$ cat config.mk
export PLATFORM = sky130hd
export DESIGN_NAME = uart_rx_os_flat
export DESIGN_NICKNAME = d
export VERILOG_FILES = /design/src/rtl/uart_pkg.sv /design/src/rtl/uart_rx_os_if.sv /design/src/rtl/uart_fifo.sv /design/src/rtl/uart_rx_os.sv /design/src/flat_wrapper.sv
export SDC_FILE = /design/constraint.sdc
export NUM_CORES = 1
export LEC_CHECK = 0
export ABC_AREA = 1
export CAP_MARGIN = 10
export CORE_AREA = 2 2 89 91
export CTS_CLUSTER_DIAMETER = 30
export CTS_CLUSTER_SIZE = 24
export DETAILED_ROUTE_END_ITERATION = 10
export DIE_AREA = 0 0 91 93
export GPL_ROUTABILITY_DRIVEN = 0
export PLACE_DENSITY = 0.72
export SLEW_MARGIN = 20
export SYNTH_ARGS = -nofsm -noshare
export SYNTH_HDL_FRONTEND = slang
export SYNTH_SLANG_ARGS = --single-unit
$ cat constraint.sdc
create_clock -name CLK -period 2.5 [get_ports CLK]
set_input_delay 0.5 -clock CLK [delete_from_list [all_inputs] [get_ports CLK]]
set_output_delay 0.5 -clock CLK [all_outputs]
set_load 0.02 [all_outputs]
$ cat src/rtl/uart_pkg.sv
// Shared UART definitions: frame parity mode, receiver states and the
// baud-tick divisor used by both the receiver and the companion transmitter.
package uart_pkg;

  typedef enum logic [1:0] {
    PAR_NONE = 2'd0,
    PAR_ODD  = 2'd1,
    PAR_EVEN = 2'd2
  } parity_t;

  typedef enum logic [2:0] {
    ST_IDLE,
    ST_START,
    ST_DATA,
    ST_PARITY,
    ST_STOP,
    ST_WAITHI
  } rx_state_t;

  // Clocks per sample tick, rounded to nearest.
  function automatic int divisor(input longint fclk, input longint tick_rate);
    return int'((fclk + tick_rate / 2) / tick_rate);
  endfunction

endpackage

$ cat src/rtl/uart_rx_os_if.sv
// Receive-side byte stream: FIFO head fields with a valid/ready pop handshake.
interface uart_rx_os_if #(
  parameter int WDATA = 8
);
  logic [WDATA-1:0] DOUT;
  logic             PERR;
  logic             FERR;
  logic             VALID;
  logic             READY;

  modport master (output DOUT, PERR, FERR, VALID, input READY);
  modport slave  (input DOUT, PERR, FERR, VALID, output READY);
endinterface

$ cat src/rtl/uart_fifo.sv
// Synchronous first-word-fall-through FIFO; a push while full is accepted
// only when a pop happens on the same edge.
module uart_fifo #(
  parameter int WIDTH = 10,
  parameter int DEPTH = 4
) (
  input  logic             CLK,
  input  logic             RST,
  input  logic             push,
  input  logic [WIDTH-1:0] wdata,
  input  logic             pop,
  output logic [WIDTH-1:0] rdata,
  output logic             full,
  output logic             empty
);
  localparam int AW = $clog2(DEPTH);

  logic [WIDTH-1:0] mem [DEPTH];
  logic [AW:0]      wr_ptr;
  logic [AW:0]      rd_ptr;
  logic             do_push;
  logic             do_pop;

  assign empty   = (wr_ptr == rd_ptr);
  assign full    = (wr_ptr[AW] != rd_ptr[AW]) && (wr_ptr[AW-1:0] == rd_ptr[AW-1:0]);
  assign do_pop  = pop && !empty;
  assign do_push = push && (!full || do_pop);
  assign rdata   = mem[rd_ptr[AW-1:0]];

  // NOTE: state registers use non-blocking assignments so every flop samples
  // pre-edge values regardless of statement order.
  always_ff @(posedge CLK) begin
    if (RST) begin
      wr_ptr <= '0;
      rd_ptr <= '0;
    end else begin
      if (do_push) wr_ptr <= wr_ptr + 1'b1;
      if (do_pop)  rd_ptr <= rd_ptr + 1'b1;
    end
  end

  // NOTE: storage is deliberately not reset; the pointers alone define which
  // entries are live, so this stays a plain RAM.
  always_ff @(posedge CLK) begin
    if (do_push) mem[wr_ptr[AW-1:0]] <= wdata;
  end

endmodule

$ cat src/rtl/uart_rx_os.sv
// Oversampling UART receiver: 2-flop synchroniser, 3-sample majority vote per
// bit, optional parity, framing/break detection and an FWFT receive FIFO.
module uart_rx_os
  import uart_pkg::*;
#(
  parameter int BAUDS      = 115200,
  parameter int FCLK       = 12000000,
  parameter int WDATA      = 8,
  parameter int WSTOP      = 1,
  parameter int PARITY     = 0,
  parameter int OVERSAMPLE = 16,
  parameter int DEPTH      = 4
) (
  input  logic         CLK,
  input  logic         RST,
  input  logic         RXD,
  uart_rx_os_if.master rx,
  output logic         OVERRUN,
  output logic         BREAK
);
  localparam int      NDIV  = divisor(longint'(FCLK), longint'(BAUDS) * OVERSAMPLE);
  localparam int      DW    = $clog2(NDIV + 1);
  localparam int      OW    = $clog2(OVERSAMPLE);
  localparam int      BW    = $clog2(WDATA + 1);
  localparam parity_t PMODE = parity_t'(PARITY);
  localparam logic [OW-1:0] V0      = OW'(OVERSAMPLE / 2 - 1);
  localparam logic [OW-1:0] V1      = OW'(OVERSAMPLE / 2);
  localparam logic [OW-1:0] V2      = OW'(OVERSAMPLE / 2 + 1);
  localparam logic [OW-1:0] OS_LAST = OW'(OVERSAMPLE - 1);

  if (NDIV < 1 || OVERSAMPLE < 4 || (OVERSAMPLE % 2) != 0) begin : g_bad_cfg
    $error("uart_rx_os: invalid divisor or oversample setting");
  end

  rx_state_t        state, state_next;
  logic             rxd_s1, rxd_s2, rxd_s3;
  logic [DW-1:0]    div_cnt;
  logic [OW-1:0]    os_cnt;
  logic [BW-1:0]    bit_cnt;
  logic [WDATA-1:0] shreg;
  logic             samp0, samp1, par_bit, perr, ferr;
  logic             start_fall, tick, vote_now, voted, last_data, last_stop, exp_par;
  logic             push, brk, frame_ferr, pop, fifo_full, fifo_empty;
  logic [WDATA+1:0] head;

  assign start_fall = rxd_s3 && !rxd_s2;
  assign tick       = (div_cnt == DW'(NDIV - 1));
  assign vote_now   = tick && (os_cnt == V2);
  assign voted      = (samp0 & samp1) | (samp0 & rxd_s2) | (samp1 & rxd_s2);
  assign last_data  = (bit_cnt == BW'(WDATA - 1));
  assign last_stop  = (bit_cnt == BW'(WSTOP - 1));
  assign exp_par    = (^shreg) ^ (PMODE == PAR_ODD);

  always_ff @(posedge CLK) begin
    if (RST) state <= ST_IDLE;
    else     state <= state_next;
  end

  // NOTE: every output of this block gets a default first, so no path can
  // leave one unassigned and infer a latch.
  always_comb begin
    state_next = state;
    push       = 1'b0;
    brk        = 1'b0;
    frame_ferr = ferr;
    unique case (state)
      ST_IDLE:   if (start_fall) state_next = ST_START;
      ST_START:  if (vote_now) state_next = voted ? ST_IDLE : ST_DATA;
      ST_DATA:   if (vote_now && last_data)
                   state_next = (PMODE == PAR_NONE) ? ST_STOP : ST_PARITY;
      ST_PARITY: if (vote_now) state_next = ST_STOP;
      ST_STOP: begin
        if (vote_now) begin
          frame_ferr = ferr | ~voted;
          if (last_stop) begin
            push       = 1'b1;
            brk        = frame_ferr && (shreg == '0) && !par_bit;
            state_next = frame_ferr ? ST_WAITHI : ST_IDLE;
          end
        end
      end
      // A full bit time of continuous high is needed before re-arming.
      ST_WAITHI: if (tick && rxd_s2 && os_cnt == OS_LAST) state_next = ST_IDLE;
      default:   state_next = ST_IDLE;
    endcase
  end

  always_ff @(posedge CLK) begin
    if (RST) begin
      rxd_s1  <= 1'b1;
      rxd_s2  <= 1'b1;
      rxd_s3  <= 1'b1;
      div_cnt <= '0;
      os_cnt  <= '0;
      bit_cnt <= '0;
      shreg   <= '0;
      samp0   <= 1'b1;
      samp1   <= 1'b1;
      par_bit <= 1'b0;
      perr    <= 1'b0;
      ferr    <= 1'b0;
    end else begin
      rxd_s1  <= RXD;
      rxd_s2  <= rxd_s1;
      rxd_s3  <= rxd_s2;
      div_cnt <= (tick || (state == ST_IDLE && start_fall)) ? '0 : div_cnt + 1'b1;
      if (tick && os_cnt == V0) samp0 <= rxd_s2;
      if (tick && os_cnt == V1) samp1 <= rxd_s2;

      if (state == ST_IDLE) begin
        os_cnt  <= '0;
        bit_cnt <= '0;
        par_bit <= 1'b0;
        perr    <= 1'b0;
        ferr    <= 1'b0;
      end else if ((state != ST_WAITHI && state_next == ST_WAITHI) ||
                   (state == ST_WAITHI && !rxd_s2)) begin
        os_cnt <= '0;
      end else if (tick) begin
        os_cnt <= (os_cnt == OS_LAST) ? '0 : os_cnt + 1'b1;
      end

      if (vote_now) begin
        unique case (state)
          ST_DATA: begin
            shreg   <= {voted, shreg[WDATA-1:1]};
            bit_cnt <= last_data ? '0 : bit_cnt + 1'b1;
          end
          ST_PARITY: begin
            par_bit <= voted;
            perr    <= (voted != exp_par);
          end
          ST_STOP: begin
            ferr    <= frame_ferr;
            bit_cnt <= bit_cnt + 1'b1;
          end
          default: ;
        endcase
      end
    end
  end

  assign pop = !fifo_empty && rx.READY;

  uart_fifo #(.WIDTH(WDATA + 2), .DEPTH(DEPTH)) u_fifo (
    .CLK   (CLK),
    .RST   (RST),
    .push  (push),
    .wdata ({frame_ferr, perr, shreg}),
    .pop   (pop),
    .rdata (head),
    .full  (fifo_full),
    .empty (fifo_empty)
  );

  // Head fields are forced to zero while empty so stale RAM never shows.
  assign rx.VALID = !fifo_empty;
  assign rx.DOUT  = fifo_empty ? '0 : head[WDATA-1:0];
  assign rx.PERR  = !fifo_empty && head[WDATA];
  assign rx.FERR  = !fifo_empty && head[WDATA+1];
  assign BREAK    = brk;

  always_ff @(posedge CLK) begin
    if (RST)                             OVERRUN <= 1'b0;
    else if (push && fifo_full && !pop)  OVERRUN <= 1'b1;
    else if (pop)                        OVERRUN <= 1'b0;
  end

endmodule

$ cat src/flat_wrapper.sv
// flat-port wrapper written by rule: the top's interface ports become plain ports
module uart_rx_os_flat import uart_pkg::*;
#(
  parameter int BAUDS      = 115200,
  parameter int FCLK       = 12000000,
  parameter int WDATA      = 8,
  parameter int WSTOP      = 1,
  parameter int PARITY     = 0,
  parameter int OVERSAMPLE = 16,
  parameter int DEPTH      = 4
)
  (CLK, RST, RXD, OVERRUN, BREAK, rx_DOUT, rx_PERR, rx_FERR, rx_VALID, rx_READY);
  uart_rx_os_if #(.WDATA(WDATA)) rx_i ();
  input  logic CLK;
  input  logic RST;
  input  logic RXD;
  output logic OVERRUN;
  output logic BREAK;
  output wire logic [$bits(rx_i.DOUT)-1:0] rx_DOUT;
  output wire logic [$bits(rx_i.PERR)-1:0] rx_PERR;
  output wire logic [$bits(rx_i.FERR)-1:0] rx_FERR;
  output wire logic [$bits(rx_i.VALID)-1:0] rx_VALID;
  input wire logic [$bits(rx_i.READY)-1:0] rx_READY;
  assign rx_DOUT = rx_i.DOUT;
  assign rx_PERR = rx_i.PERR;
  assign rx_FERR = rx_i.FERR;
  assign rx_VALID = rx_i.VALID;
  assign rx_i.READY = rx_READY;
  uart_rx_os #(.BAUDS(BAUDS), .FCLK(FCLK), .WDATA(WDATA), .WSTOP(WSTOP), .PARITY(PARITY), .OVERSAMPLE(OVERSAMPLE), .DEPTH(DEPTH)) u_core (.CLK(CLK), .RST(RST), .RXD(RXD), .rx(rx_i), .OVERRUN(OVERRUN), .BREAK(BREAK));
endmodule
## Yosys cells after proc, flatten, opt, wreduce, memory -nomap -nowiden

Memory sizes are Yosys's and may differ from the RTL's. A register that Yosys moved wholly into a read port is not among the register bits.
Cells that the tools add are included.
Widths: inputs -> output; s select.

- Add/subtract/negate cells: 5
- Eq/ne operators: 17
- Muxes and demuxes: 39
- Bitwise operators: 7
- Reduce and logical (&&, ||, !) cells: 36

Operators by type and width:

| kind | count |
|---|---|
| $mux 3 | 8 |
| $mux 1 | 21 |
| $logic_and 1x1->1 | 20 |
| $pmux 3 s6 | 1 |
| $mux 4 | 4 |
| $eq 3x3->1 const B | 4 |
| $eq 4x4->1 const B | 3 |
| $add 3x1->3 const B | 3 |
| $add 4x1->4 const B | 2 |
| $eq 4x3->1 const B | 2 |
| $logic_not 8->1 | 1 |
| $mux 8 | 1 |
| $pmux 4 s2 | 1 |
| $reduce_xor 8->1 | 1 |
| $eq 3x2->1 const B | 2 |
| $mux 2 | 3 |
| $logic_not 1->1 | 5 |
| $logic_not 4->1 | 1 |
| $and 1x1->1 | 3 |
| $eq 3x1->1 const B | 1 |
| $eq 3x3->1 | 1 |
| $logic_not 3->1 | 1 |
| $logic_or 1x1->1 | 3 |
| $ne 3x3->1 const B | 1 |
| 8 further kinds | 11 |

- Flip-flop bits (word level): 37
- Bits in writable memories: 40
- Input bits: 4
- Output and inout bits: 13
- Logic and storage cells: 121
- Memories: 1

Memory list:

| name | depth | width | rd ports | clocked after memory_dff | wr ports | line | RTL |
|---|---|---|---|---|---|---|---|
| u_core.u_fifo.mem | 4 | 10 | 1 | 1 | 1 | uart_fifo.sv:18 | `logic [WIDTH-1:0] mem [DEPTH];` |

## Logic depth before layout (Yosys ltp)

- Depth in word-level cells: 13
- Gate-level depth with buffers: 10
- Depth with buffers taken out: 10

## By module

Synthesis repeated with hierarchy kept, for this count alone.

- Cell total of the unflattened synthesis: 414
- Area, all modules: 3,667.3 sq um

By module, submodules not included:

| module | instances | cells an instance | area an instance (sq um) | sequential area each (sq um) |
|---|---|---|---|---|
| uart_fifo | 1 | 163 | 1,940.6 | 1,361.3 |
| uart_rx_os | 1 | 251 | 1,726.7 | 620.6 |

## Worst setup path after synthesis

No wires, ideal clock.

- Kind: reg-to-reg
- From: reg u_core.os_cnt[1]
- To: mem u_core.u_fifo.mem[0][0], enable pin
- Library setup time: 0.376 ns
- Arrival time: 1.595 ns
- Required time: 2.124 ns
- Slack: 0.529 ns
- Cell stages (with the launch flop): 9
- Path buffers: 0
- Period minus slack after synthesis: 1.971 ns
- Cells stage by stage: dfxtp_1 > inv_1 > ha_1 > nand3_4 > nor2_8 > nand2_2 > nor2_4 > nand2_2 > nor2_1

- Longest elaborated chain between the ends: 7

RTL lines:

| element | line | RTL |
|---|---|---|
| start, declared | uart_rx_os.sv:38 | `logic [OW-1:0] os_cnt;` |
| start signal, assigned | uart_rx_os.sv:120 | `os_cnt <= (os_cnt == OS_LAST) ? '0 : os_cnt + 1'b1;` |
| $eq 4x4->1 | uart_rx_os.sv:48 | `assign vote_now = tick && (os_cnt == V2);` |
| $logic_and 1x1->1 | uart_rx_os.sv:48 |  |
| $mux 1 | uart_rx_os.sv:73 | `if (vote_now) begin` |
| $mux 1 | uart_rx_os.sv:66 | `unique case (state)` |
| $logic_and 1x1->1 | uart_fifo.sv:27 | `assign do_push = push && (!full \|\| do_pop);` |
| $mux 1 | uart_fifo.sv:45 | `if (do_push) mem[wr_ptr[AW-1:0]] <= wdata;` |
| $mux 1 (implied by the code) | uart_fifo.sv:45 |  |
| end, declared | uart_fifo.sv:18 |  |

No other way between the ends.

## Worst setup path after layout

- From: reg u_core.u_fifo.rd_ptr[0]
- To: out rx_VALID

- Longest elaborated chain between the ends: 2

RTL lines:

| element | line | RTL |
|---|---|---|
| start, declared | uart_fifo.sv:20 | `logic [AW:0] rd_ptr;` |
| start signal, assigned | uart_fifo.sv:38 | `if (do_pop) rd_ptr <= rd_ptr + 1'b1;` |
| $eq 3x3->1 | uart_fifo.sv:24 | `assign empty = (wr_ptr == rd_ptr);` |
| $logic_not 1->1 | uart_rx_os.sv:157 | `assign rx.VALID = !fifo_empty;` |
| end, declared | flat_wrapper.sv:22 | `output wire logic [$bits(rx_i.VALID)-1:0] rx_VALID;` |

No other way between the ends.

==> results.toml <==
[power]
p_leak_nw = 1.927
vdd_drop_max_v = 0.0003622
power_density_nw_per_um2 = 581.6

[drt]
routed_via_density = 5.068
drt-pass1-iter-count = 4
wirelength_um = 7132
drt_iter0_markers = 129
via_count = 2762
avgRoutedWirePerCell_um = 13.09
ant_nets = 0
drc = 0

[critical_path]
reg2reg_depth = 9
required_ns = 2.00
worstPathMaxFanout = 11
worst_setup_path_end_kind = "output port"
cp.arrival_ns = 1.91
critPathLaunchType = "flop"
critPathKind = "flop to output port"

[yosys]
yosys_warnings = 0
synth_cell_types = 32
yosys_register_bits = 79
synth_edf_count = 40
synth_area_sq_um = 3696
syn_avg_cell_area_sq_um = 9.037
synth_largest_area_cell = "edfxtp_1"
ys_top_cells_by_count = "nor2_1, nand2_1, inv_1, edfxtp_1, dfxtp_1"
yosysMostFrequentCell = "nor2_1"
synthTopCellsByArea = "edfxtp_1, dfxtp_1, nor2_1"
ys.flop_type = "edfxtp_1"
synth_top_area_share = 0.3250
syn-num-nets = 429
async_flop_share = 0
ys_seq_area_frac = 0.5362
netlist_instances = 409

[clocking]
cts_root_buf = "clkbuf_8"
post_cts_resized = 14
cts_buffer_depth = 2
tritoncts = "built"
clock_sinks = 79
cts-buffers-inserted = 9
ctsHoldBuffers = 0
htreeDepth = 3
clk_pin_slew_worst_paths_ns = 0.08
clk_latency_ns = 0.36
postCtsSetupRepairBufs = 0

[floorplan]
fp.dieW_um = 91
row_count = 32
io_pins = 17
coreArea_sq_um = 7527
die-area_sq_um = 8463
initial_core_util = 0.4910
dieHeight_um = 93

[global_routing]
grt_pass1_wl_um = 12110
grt_antenna_before_repair = 0
grt_pass1_vias = 2736
track_usage = 0.1815
grt_max_degree = 21
grt.overflow.total = 0

[sta]
timing.slew.headroom = 0.5863
fin_crit_ns = 2.407
drv_slew = 0
finClkSkew_ns = 0.008264
tns_ns = 0
hold_violations = 0
worst_slack_ns = 0.09280
rsz0062_at_grt = "false"
finalCritPeriodShare = 0.9629
fmax_mhz = 415.4
setup_viol = 0
worst_slew_pin_slew_ns = 0.6140

[layout]
fillCellCount = 723
layout-drive-gt1-share = 0.1400
final_nets = 458
syn_to_final_growth_pct = 15.23
diodes = 0

[min_path]
hp-class = "flop to flop"
whs_path_depth = 1

[job]
cap_violations = 0

[place]
dpl.hpwl_um = 5079
io_buffers = 16
dpl_worst_slack_ns = 0.1813

[outcome]
outcome = "finished clean"
==> placed cells by master (no fill, tap or decap), types with 2 or more instances in the layout <==
| cell | instances |
|---|---|
| inv_6 | 2 |
| a21oi_1 | 21 |
| clkdlybuf4s50_1 | 5 |
| ha_1 | 16 |
| nand4_1 | 3 |
| o21ai_1 | 4 |
| clkinvlp_4 | 2 |
| dlygate4sd2_1 | 10 |
| nand3_2 | 3 |
| dfxtp_1 | 36 |
| inv_2 | 6 |
| xnor2_1 | 4 |
| dfxtp_2 | 3 |
| nor2_4 | 2 |
| buf_4 | 12 |
| or2_2 | 3 |
| o21ai_0 | 26 |
| clkbuf_8 | 9 |
| a31oi_1 | 2 |
| xor2_1 | 5 |
| nand2_2 | 7 |
| edfxtp_1 | 40 |
| nand3_1 | 19 |
| inv_1 | 49 |
| nand2_1 | 60 |
| nor2_1 | 68 |
| bufinv_16 | 2 |
| o32ai_1 | 10 |
| nand2_4 | 3 |
==> critical path: stages, from the launching register on <==
cell             delay, ns
dfxtp_1               0.35
xnor2_1               0.29
nand3_2               0.20
buf_12                0.19
clkdlybuf4s50_1       0.53
==> power by group <==
part	switching [mW]	internal [mW]	leakage [nW]
combinational	0.0272	0.0174	1.05
sequential	0.00538	1.35	0.773
clock	0.499	0.576	0.108
==> stage by stage <==
step | cell area (sq um) | power (mW) | std cells | util | hold WS [ns]
2_1_floorplan | 3696 | 1.417 | 409 | - | 0.3895
3_3_place_gp | 4040 | 1.431 | 529 | 0.5367 | 0.3952
3_5_place_dp | 4040 | 1.435 | 529 | 0.5367 | 0.3937
4_1_cts | 4260 | 2.503 | 545 | 0.5660 | 0.4151
5_1_grt | 4259 | 2.557 | 545 | 0.5658 | 0.4253
6_report | 4259 | 2.477 | 545 | 0.5658 | 0.4135
==> per-layer routing <==
layer / track usage / part of all wire / wire, um / up-vias
met5: 0 / 0 / 0 / -
met4: 0.08586 / 0.021 / 147 / 0
met3: 0.04432 / 0.026 / 186 / 11
met2: 0.3173 / 0.50 / 3576 / 35
met1: 0.2101 / 0.45 / 3221 / 1315
li1: - / - / - / 1401
==> sequential cells by signal, indices dropped and copies added, names as in the netlist, named ones only <==
signal	count
u_core.ferr	1
u_core.bit_cnt	4
u_core.perr	1
u_core.os_cnt	4
u_core.shreg	8
u_core.OVERRUN	1
u_core.div_cnt	3
u_core.rxd_s2	1
u_core.u_fifo.wr_ptr	3
u_core.rxd_s3	1
u_core.samp0	1
u_core.state	3
u_core.u_fifo.rd_ptr	3
u_core.u_fifo.mem	40
u_core.samp1	1
u_core.par_bit	1
u_core.rxd_s1	1
==> layout make-up <==
| class | instances | area (sq um) | share of cell area |
|---|---|---|---|
| Sequential cell | 79 | 1986 | 0.4662 |
| Timing Repair Buffer | 29 | 252.7 | 0.05934 |
| Multi-Input combinational cell | 263 | 1455 | 0.3417 |
| Inverter | 56 | 210.2 | 0.04935 |
| Clock inverter | 7 | 103.9 | 0.02438 |
| Tap cell | 102 | 127.6 | 0.02996 |
| Clock buffer | 9 | 123.9 | 0.02908 |
==> kinds of logic after synthesis <==
logic type               share of synthesized area
AO/OA/AOI/OAI                              0.09851
XOR/XNOR                                   0.02133
adder cells (fa/ha/maj)                    0.05416
buffers and inverters                      0.07143
flip-flops                                  0.5362
AND/OR/NAND/NOR                             0.2183
==> final timing paths <==
path	from	slack, ns	end
hold / removal	u_core.rxd_s1$_SDFF_PP1_	0.41	u_core.rxd_s2$_SDFF_PP1_
setup / recovery	u_core.u_fifo.rd_ptr[0]$_SDFFE_PP0P_	0.09	rx_VALID
hold reg to reg	u_core.rxd_s1$_SDFF_PP1_	0.41	u_core.rxd_s2$_SDFF_PP1_
setup reg to reg	u_core.os_cnt[1]$_SDFFE_PP0N_	0.69	u_core.u_fifo.mem[1][1]$_DFFE_PP_
No activity file was read; power rests on OpenSTA's default activity.
